### src/rtl/gate_sweep_if.sv
// Bundles the sequencer's start/result signals and the gate-bank operand/capture path.
// Strict valid/ready does not apply here: start is a level sampled only while idle, done is a 1-cycle pulse.
interface gate_sweep_if;
  logic        start;
  logic        gate_en;
  logic        op_a;
  logic        op_b;
  logic [7:0]  gate_out;
  logic        busy;
  logic        done;
  logic        pass;
  logic [7:0]  fail_mask;
  logic [31:0] result;
  logic [1:0]  state_dbg;

  modport master (
    input  start, gate_out,
    output gate_en, op_a, op_b, busy, done, pass, fail_mask, result, state_dbg
  );

  modport slave (
    output start, gate_out,
    input  gate_en, op_a, op_b, busy, done, pass, fail_mask, result, state_dbg
  );
endinterface

### src/rtl/gate_sweep_ctrl.sv
// Self-test sequencer: walks operands through 00,10,01,11, captures the gate bank byte
// for each and accumulates mismatches against the golden truth table.
module gate_sweep_ctrl #(
  parameter int SETTLE_CYCLES = 1,
  parameter int CNT_W         = 4
) (
  input logic          clk,
  input logic          rst,
  gate_sweep_if.master bus
);

  typedef enum logic [1:0] {IDLE, DRIVE, SAMPLE, DONE} state_t;

  localparam logic [CNT_W-1:0] CNT_LAST = CNT_W'(SETTLE_CYCLES - 1);

  state_t          state, state_nx;
  logic [1:0]      idx, idx_nx;
  logic [CNT_W-1:0] cnt, cnt_nx;
  logic            gate_en, gate_en_nx;
  logic            op_a, op_a_nx;
  logic            op_b, op_b_nx;
  logic            busy, busy_nx;
  logic            done, done_nx;
  logic            pass, pass_nx;
  logic [7:0]      fail_mask, fail_mask_nx;
  logic [31:0]     result, result_nx;

  // bit0 AND, bit1 OR, bit2 XOR, bit3 NAND, bit4 NOR, bit5 XNOR, bit6 NOT a, bit7 b
  function automatic logic [7:0] golden(input logic [1:0] i);
    case (i)
      2'd0:    golden = 8'h78;
      2'd1:    golden = 8'h0E;
      2'd2:    golden = 8'hCE;
      default: golden = 8'hA3;
    endcase
  endfunction

  always_ff @(posedge clk) begin
    if (rst) begin
      state     <= IDLE;
      idx       <= 2'd0;
      cnt       <= '0;
      gate_en   <= 1'b0;
      op_a      <= 1'b0;
      op_b      <= 1'b0;
      busy      <= 1'b0;
      done      <= 1'b0;
      pass      <= 1'b0;
      fail_mask <= 8'h00;
      result    <= 32'h0;
    end else begin
      state     <= state_nx;
      idx       <= idx_nx;
      cnt       <= cnt_nx;
      gate_en   <= gate_en_nx;
      op_a      <= op_a_nx;
      op_b      <= op_b_nx;
      busy      <= busy_nx;
      done      <= done_nx;
      pass      <= pass_nx;
      fail_mask <= fail_mask_nx;
      result    <= result_nx;
    end
  end

  // Outputs are registered, so each branch sets them for the state being entered.
  always_comb begin
    state_nx     = state;
    idx_nx       = idx;
    cnt_nx       = cnt;
    gate_en_nx   = gate_en;
    op_a_nx      = op_a;
    op_b_nx      = op_b;
    busy_nx      = busy;
    done_nx      = 1'b0;
    pass_nx      = pass;
    fail_mask_nx = fail_mask;
    result_nx    = result;
    case (state)
      IDLE: begin
        gate_en_nx = 1'b0;
        busy_nx    = 1'b0;
        if (bus.start) begin
          state_nx     = DRIVE;
          idx_nx       = 2'd0;
          cnt_nx       = '0;
          fail_mask_nx = 8'h00;
          result_nx    = 32'h0;
          pass_nx      = 1'b0;
          gate_en_nx   = 1'b1;
          busy_nx      = 1'b1;
          op_a_nx      = 1'b0;
          op_b_nx      = 1'b0;
        end
      end
      DRIVE: begin
        cnt_nx = cnt + CNT_W'(1);
        if (cnt == CNT_LAST) begin
          state_nx = SAMPLE;
        end
      end
      SAMPLE: begin
        result_nx[{idx, 3'b000} +: 8] = bus.gate_out;
        fail_mask_nx = fail_mask | (bus.gate_out ^ golden(idx));
        if (idx == 2'd3) begin
          state_nx   = DONE;
          done_nx    = 1'b1;
          busy_nx    = 1'b0;
          gate_en_nx = 1'b0;
          pass_nx    = (fail_mask_nx == 8'h00);
        end else begin
          state_nx = DRIVE;
          idx_nx   = idx + 2'd1;
          cnt_nx   = '0;
          op_a_nx  = idx_nx[0];
          op_b_nx  = idx_nx[1];
        end
      end
      DONE: begin
        state_nx = IDLE;
      end
      default: begin
        state_nx = IDLE;
      end
    endcase
  end

  assign bus.gate_en   = gate_en;
  assign bus.op_a      = op_a;
  assign bus.op_b      = op_b;
  assign bus.busy      = busy;
  assign bus.done      = done;
  assign bus.pass      = pass;
  assign bus.fail_mask = fail_mask;
  assign bus.result    = result;
  assign bus.state_dbg = state;

endmodule

### src/flat_wrapper.sv
// flat-port wrapper written by rule: the top's interface ports become plain ports
module gate_sweep_ctrl_flat 
#(
  parameter int SETTLE_CYCLES = 1,
  parameter int CNT_W         = 4
)
  (clk, rst, bus_start, bus_gate_out, bus_gate_en, bus_op_a, bus_op_b, bus_busy, bus_done, bus_pass, bus_fail_mask, bus_result, bus_state_dbg);
  gate_sweep_if bus_i ();
  input logic clk;
  input logic rst;
  input wire logic [$bits(bus_i.start)-1:0] bus_start;
  input wire logic [$bits(bus_i.gate_out)-1:0] bus_gate_out;
  output wire logic [$bits(bus_i.gate_en)-1:0] bus_gate_en;
  output wire logic [$bits(bus_i.op_a)-1:0] bus_op_a;
  output wire logic [$bits(bus_i.op_b)-1:0] bus_op_b;
  output wire logic [$bits(bus_i.busy)-1:0] bus_busy;
  output wire logic [$bits(bus_i.done)-1:0] bus_done;
  output wire logic [$bits(bus_i.pass)-1:0] bus_pass;
  output wire logic [$bits(bus_i.fail_mask)-1:0] bus_fail_mask;
  output wire logic [$bits(bus_i.result)-1:0] bus_result;
  output wire logic [$bits(bus_i.state_dbg)-1:0] bus_state_dbg;
  assign bus_i.start = bus_start;
  assign bus_i.gate_out = bus_gate_out;
  assign bus_gate_en = bus_i.gate_en;
  assign bus_op_a = bus_i.op_a;
  assign bus_op_b = bus_i.op_b;
  assign bus_busy = bus_i.busy;
  assign bus_done = bus_i.done;
  assign bus_pass = bus_i.pass;
  assign bus_fail_mask = bus_i.fail_mask;
  assign bus_result = bus_i.result;
  assign bus_state_dbg = bus_i.state_dbg;
  gate_sweep_ctrl #(.SETTLE_CYCLES(SETTLE_CYCLES), .CNT_W(CNT_W)) u_core (.clk(clk), .rst(rst), .bus(bus_i));
endmodule
### config.mk
export PLATFORM = sky130hd
export DESIGN_NAME = gate_sweep_ctrl_flat
export DESIGN_NICKNAME = d
export VERILOG_FILES = /design/src/rtl/gate_sweep_if.sv /design/src/rtl/gate_sweep_ctrl.sv /design/src/flat_wrapper.sv
export SDC_FILE = /design/constraint.sdc
export NUM_CORES = 1
export LEC_CHECK = 0
export ABC_CLOCK_PERIOD_IN_PS = 2400
export CAP_MARGIN = 25
export CORE_UTILIZATION = 40
export CTS_BUF_LIST = sky130_fd_sc_hd__clkbuf_2
export DETAILED_ROUTE_END_ITERATION = 7
export MAX_ROUTING_LAYER = met4
export PLACE_DENSITY = 0.72
export SLEW_MARGIN = 15
export SYNTH_ARGS = -nofsm -noshare
export SYNTH_HDL_FRONTEND = slang
export SYNTH_SLANG_ARGS = --single-unit
### constraint.sdc
create_clock -name clk -period 2.4 [get_ports clk]
set_input_delay 0.36 -clock clk [delete_from_list [all_inputs] [get_ports clk]]
set_output_delay 0.36 -clock clk [all_outputs]
set_load 0.02 [all_outputs]
; After elaboration in Yosys (flattened, before gate mapping)
; Cells that the tools add are included.
[word_totals]
ff_bits = 53
[classes]
n_eq_ne = 10
add_sub_neg = 3
bitwise_logic = 3
n_shift = 2
mux = 28
n_reduce_logical = 13
[op_table]
columns = operator, n
row1 = 32-bit one-hot mux with 2 select lines, 1
row2 = 32-bit bitwise mux, 1
row3 = 32-bit two-way mux, 1
row4 = 8-bit by 7-bit variable shift with 32-bit output (first input constant), 1
row5 = 8-bit by 7-bit variable part select with 32-bit output, 1
row6 = 8-bit one-hot mux with 3 select lines, 1
row7 = 8-bit two-way mux, 2
row8 = 8-bit one-hot mux with 2 select lines, 1
row9 = 4-bit one-hot mux with 3 select lines, 1
row10 = 2-bit two-way mux, 5
row11 = 3-bit AND reduction, 3
row12 = 2-bit equality test (second input constant), 4
row13 = 8-bit logical NOT, 1
row14 = 4-bit two-way mux, 2
row15 = 8-bit bitwise OR, 1
row16 = 1-bit one-hot mux with 2 select lines, 4
row17 = 2-bit one-hot mux with 4 select lines, 1
row18 = 8-bit XOR, 1
row19 = 1-bit two-way mux, 7
row20 = 5-bit negation with 7-bit output, 1
row21 = 2-bit AND reduction, 3
row22 = 4-bit by 1-bit adder with 4-bit output (second input constant), 1
row23 = 2-bit by 1-bit equality test with 1-bit output (second input constant), 2
row24 = 2-bit logical NOT, 2
row25 = other kinds (9), 11

; Depth between registers and ports, before layout
[logic_depth]
depth_word = 8
ltp_mapped = 8
mapped_depth_nobuf = 8

; Worst setup path before layout
; Ideal clock, no wire load.
[synth_timing]
kind = flip-flop to flip-flop
startpoint = register u_core.idx[0]
endpoint = register u_core.pass (netlist: u_core.bus.pass)
period_less_slack_ns = 2.227
stages_incl_launch_ff = 9
n_path_buf = 0
setup_time_ns = 0.069
arrival_time_ns = 2.158
setup_slack_ns = 0.173
path_cell_list = dfxtp_1 -> inv_1 -> ha_1 -> inv_1 -> ha_1 -> nor4b_1 -> nand4b_1 -> or4_1 -> o21ai_1
[synth_via]
elab_chain_cells = 8
[synth_rtl]
columns = element, line
row1 = "start, declared", gate_sweep_ctrl.sv:17  ; logic [1:0] idx, idx_nx;
row2 = "start signal, assigned", gate_sweep_ctrl.sv:53  ; idx <= idx_nx;
row3 = "2-bit equality test, or another cell as far along", gate_sweep_ctrl.sv:30  ; case (i)
row4 = 8-bit one-hot mux with 3 select lines, gate_sweep_ctrl.sv:30
row5 = 8-bit two-way mux, gate_sweep_ctrl.sv:79  ; case (state)
row6 = 8-bit XOR, gate_sweep_ctrl.sv:104  ; fail_mask_nx = fail_mask | (bus.gate_out ^ golden(idx));
row7 = 8-bit bitwise OR, gate_sweep_ctrl.sv:104
row8 = 8-bit logical NOT, gate_sweep_ctrl.sv:110  ; pass_nx = (fail_mask_nx == 8'h00);
row9 = 1-bit two-way mux, gate_sweep_ctrl.sv:105  ; if (idx == 2'd3) begin
row10 = 1-bit one-hot mux with 2 select lines, gate_sweep_ctrl.sv:79
row11 = "end signal, assigned", gate_sweep_ctrl.sv:60  ; pass <= pass_nx;
row12 = "end, declared", gate_sweep_ctrl.sv:24  ; logic pass, pass_nx;
; Several ways; a longest one is shown, not always the timed one. The select of a mux whose other input is x is not followed.
; A chain may end at the register's enable or synchronous reset.

; Worst setup path after layout
[layout_timing]
startpoint = register u_core.state[1] (netlist: u_core.bus.state_dbg[1])
endpoint = output port bus_state_dbg[1]
[layout_rtl]
columns = element, line
row1 = "start, declared", gate_sweep_ctrl.sv:16  ; state_t state, state_nx;
row2 = "start signal, assigned", gate_sweep_ctrl.sv:52  ; state <= state_nx;
row3 = "end, declared", flat_wrapper.sv:21  ; output wire logic [$bits(bus_i.state_dbg)-1:0] bus_state_dbg;
; No word-level cell between the ends.

==> flow_summary_export.csv <==
group,metric,value,unit
outcome,run_status,"completed",
routing,drtAntennaViolNets,0,
yosys,yosysUniqueCellTypes,32,
placement,dp_cells,368,
die,dieWidth,75.50,microns
die,fp.dieH,75.50,microns
global_routing,grt_max_degree,52,
clocking,hold_buffers,0,
yosys,avgSynthCellArea,9.003,sq um
placement,io_buffer_count,58,
routing,firstDrtPassIters,4,
sta,period_minus_slack,2.212,ns
worst_setup_path,endpoint_kind,"primary output",
clocking,cts_post_setup_buffers_inserted,0,
global_routing,overflow,0,
worst_setup_path,slowest_stage,"clkdlybuf4s50_1",
worst_setup_path,cp.depth,1,
clocking,worstSkewPairLatency,0.45,ns
yosys,ys_warn_count,0,
yosys,synth_seq_cells,51,
clocking,path_clk_slew,0.28,ns
routing,drt_wl_total,6.013,mm
die,io_pins,59,
pwr,ir_drop,0.3001,mV
min_path,min_path_cells,2,
clocking,cts.repair.resized,0,
job,cap_violations,0,
yosys,syn_nets,260,
worst_setup_path,crit_path_start_kind,"flop",
yosys,syn_inst,240,
global_routing,gr-usage-all-layers,0.2339,
finish,seq_area,1021,sq um
routing,drt_iter0_drc,128,
yosys,yosysSeqAreaShare,0.4725,
sta,timing.fmax,0.4521,GHz
worst_setup_path,critPathKind,"flop to primary output",
die,fp-row-count,26,
worst_setup_path,worst_r2r_path_depth,8,
die,start_util,0.4204,
placement,dp_hpwl,4.262,mm
finish,antenna_cells,0,
pwr,finalPower,1571,uW
finish,instances_no_fill,376,
yosys,syn-cell-area,2161,sq um
global_routing,grt_pass1_wl,9.570,mm
worst_setup_path,slowest_delay,0.71,ns
finish,area_growth,36.65,%
min_path,holdCritPathClass,"flop to flop",
sta,hold_viol,0,
sta,clock_skew,0.02118,ns
routing,num_vias,2002,
clocking,cts_made_buffers,5,
sta,rsz0062_at_grt,"false",
sta,final.setup.tns,0,ns
clocking,cts_tree,"built",
placement,routabilityCongestion,0.9436,
die,core,5140,sq um
worst_setup_path,critPathTopFamily,"buffers and inverters",
worst_setup_path,crit_arrival,1.85,ns
worst_setup_path,required,2.04,ns
pwr,cellPowerDensity,531.9,nW/um^2
finish,nets,325,
worst_setup_path,crit_buf_inv,1,
global_routing,first_global_vias,1908,
clocking,max-clock-path-buffers,2,
sta,period_share,0.9216,
sta,slew_viol_final,0,
finish,multi_input_area,1054,sq um
routing,drcViolationCount,0,
sta,max_slew_margin,0.6541,
worst_setup_path,path_cells,"clkdlybuf4s50_1",
worst_setup_path,path_max_fanout,17,
global_routing,antenna_found_initial,0,
finish,drive_above_1_share,0.09150,
die,die_area,5700,sq um
routing,wl_per_cell,15.99,microns
sta,setup_violations,0,
finish,fillCellCount,502,
routing,vias_per_cell,5.324,
pwr,power_leakage,0.001104,uW
clocking,cts_sinks,51,
clocking,htreeDepth,2,
sta,worst_pin_slew,0.5189,ns
clocking,root_buffer,"clkbuf_2",
==> layout by cell type, fill, tap and decap left out, drive strengths merged, types with 4 or more instances in the layout <==
cell	Yosys	layout
nand2b	4	4
inv	7	8
o21ai	8	8
clkdlybuf4s50	0	58
ha	9	9
dfxtp	51	51
nor2	48	48
clkbuf	13	5
xnor2	4	4
a22oi	42	42
nor4	5	5
a21o	7	7
nand2	9	9
buf	2	15
a21oi	7	7
==> path summary, 6_finish.rpt <==
| check | startpoint | endpoint | slack [ns] |
|---|---|---|---|
| worst min-delay path | u_core.bus.busy | u_core.bus.busy | 0.51 |
| worst max-delay path | u_core.bus.state_dbg[1] | bus_state_dbg[1] | 0.19 |
| worst max register to register | u_core.bus.op_b | u_core.bus.pass | 0.22 |
| worst min register to register | u_core.bus.busy | u_core.bus.busy | 0.51 |
==> cell usage after synthesis (all sizes together) <==
cell type / n / area share
or2: 1 / 0.0029
nor3b: 2 / 0.0069
nor2: 48 / 0.083
clkbuf: 13 / 0.023
nand2b: 4 / 0.012
nor4: 5 / 0.026
buf: 2 / 0.0052
a21oi: 7 / 0.016
xor2: 2 / 0.0081
nand2: 9 / 0.016
ha: 9 / 0.052
or4: 1 / 0.0035
o22ai: 1 / 0.0029
or3: 3 / 0.0087
o21bai: 1 / 0.0035
nand3b: 1 / 0.0035
nor3: 1 / 0.0023
a22oi: 42 / 0.15
a21o: 7 / 0.024
nor2b: 3 / 0.0087
dfxtp: 51 / 0.47
nand4b: 1 / 0.0041
o21ai: 8 / 0.019
inv: 7 / 0.012
nand3: 3 / 0.0069
nor4b: 1 / 0.0041
and3b: 2 / 0.0081
a211oi: 1 / 0.0035
xnor2: 4 / 0.016
==> layout make-up <==
type                    count  share of cell area
flip-flops and latches     51              0.3458
multi-input cells         167              0.3568
clock inverters             3             0.01568
inverters                   7            0.008898
clock buffers               5            0.008475
repair buffers             73              0.2347
well taps                  70             0.02966
==> power breakdown <==
part           total (uW)  switching [uW]  internal (uW)
Sequential            883            18.6            864
Clock                 474             295            179
Combinational         213             125           88.0
Total                1570             439           1130
==> layer usage <==
layer	up-vias	global-route usage	share of wire
met5	-	-	0
met4	0	0.09259	0.021
met3	15	0.04894	0.054
met2	79	0.3472	0.44
met1	929	0.3116	0.49
li1	979	-	-
==> state kept, by name, summed over array words and instances, names as in the netlist <==
name	cells
u_core.bus.result	32
u_core.bus.fail_mask	8
u_core.cnt	4
u_core.bus.state_dbg	2
u_core.bus.busy	1
u_core.bus.done	1
u_core.bus.op_b	1
u_core.bus.pass	1
u_core.idx	1
==> cell families (layout without fill, tap and decap cells) <==
family,Yosys count,in the layout,share of synthesized area
AOI/OAI and AO/OA,67,67,0.2148
and+or+nand+nor,85,85,0.1963
DFF,51,51,0.4725
xor gates and xnor gates,6,6,0.02432
buffers and inverters,22,88,0.03996
adders and majority gates,9,9,0.05211
==> per-stage QoR <==
step	hold WS [ns]	area, sq um	util	setup slack [ns]
2_1_floorplan	0.4873	2161	-	0.1731
3_3_place_gp	0.4779	2882	0.5606	0.2584
3_5_place_dp	0.4884	2882	0.5606	0.2304
4_1_cts	0.5162	2953	0.5745	0.1875
5_1_grt	0.5490	2953	0.5745	0.01564
6_report	0.5109	2953	0.5745	0.1883
Power figures use the tool's default switching activity.
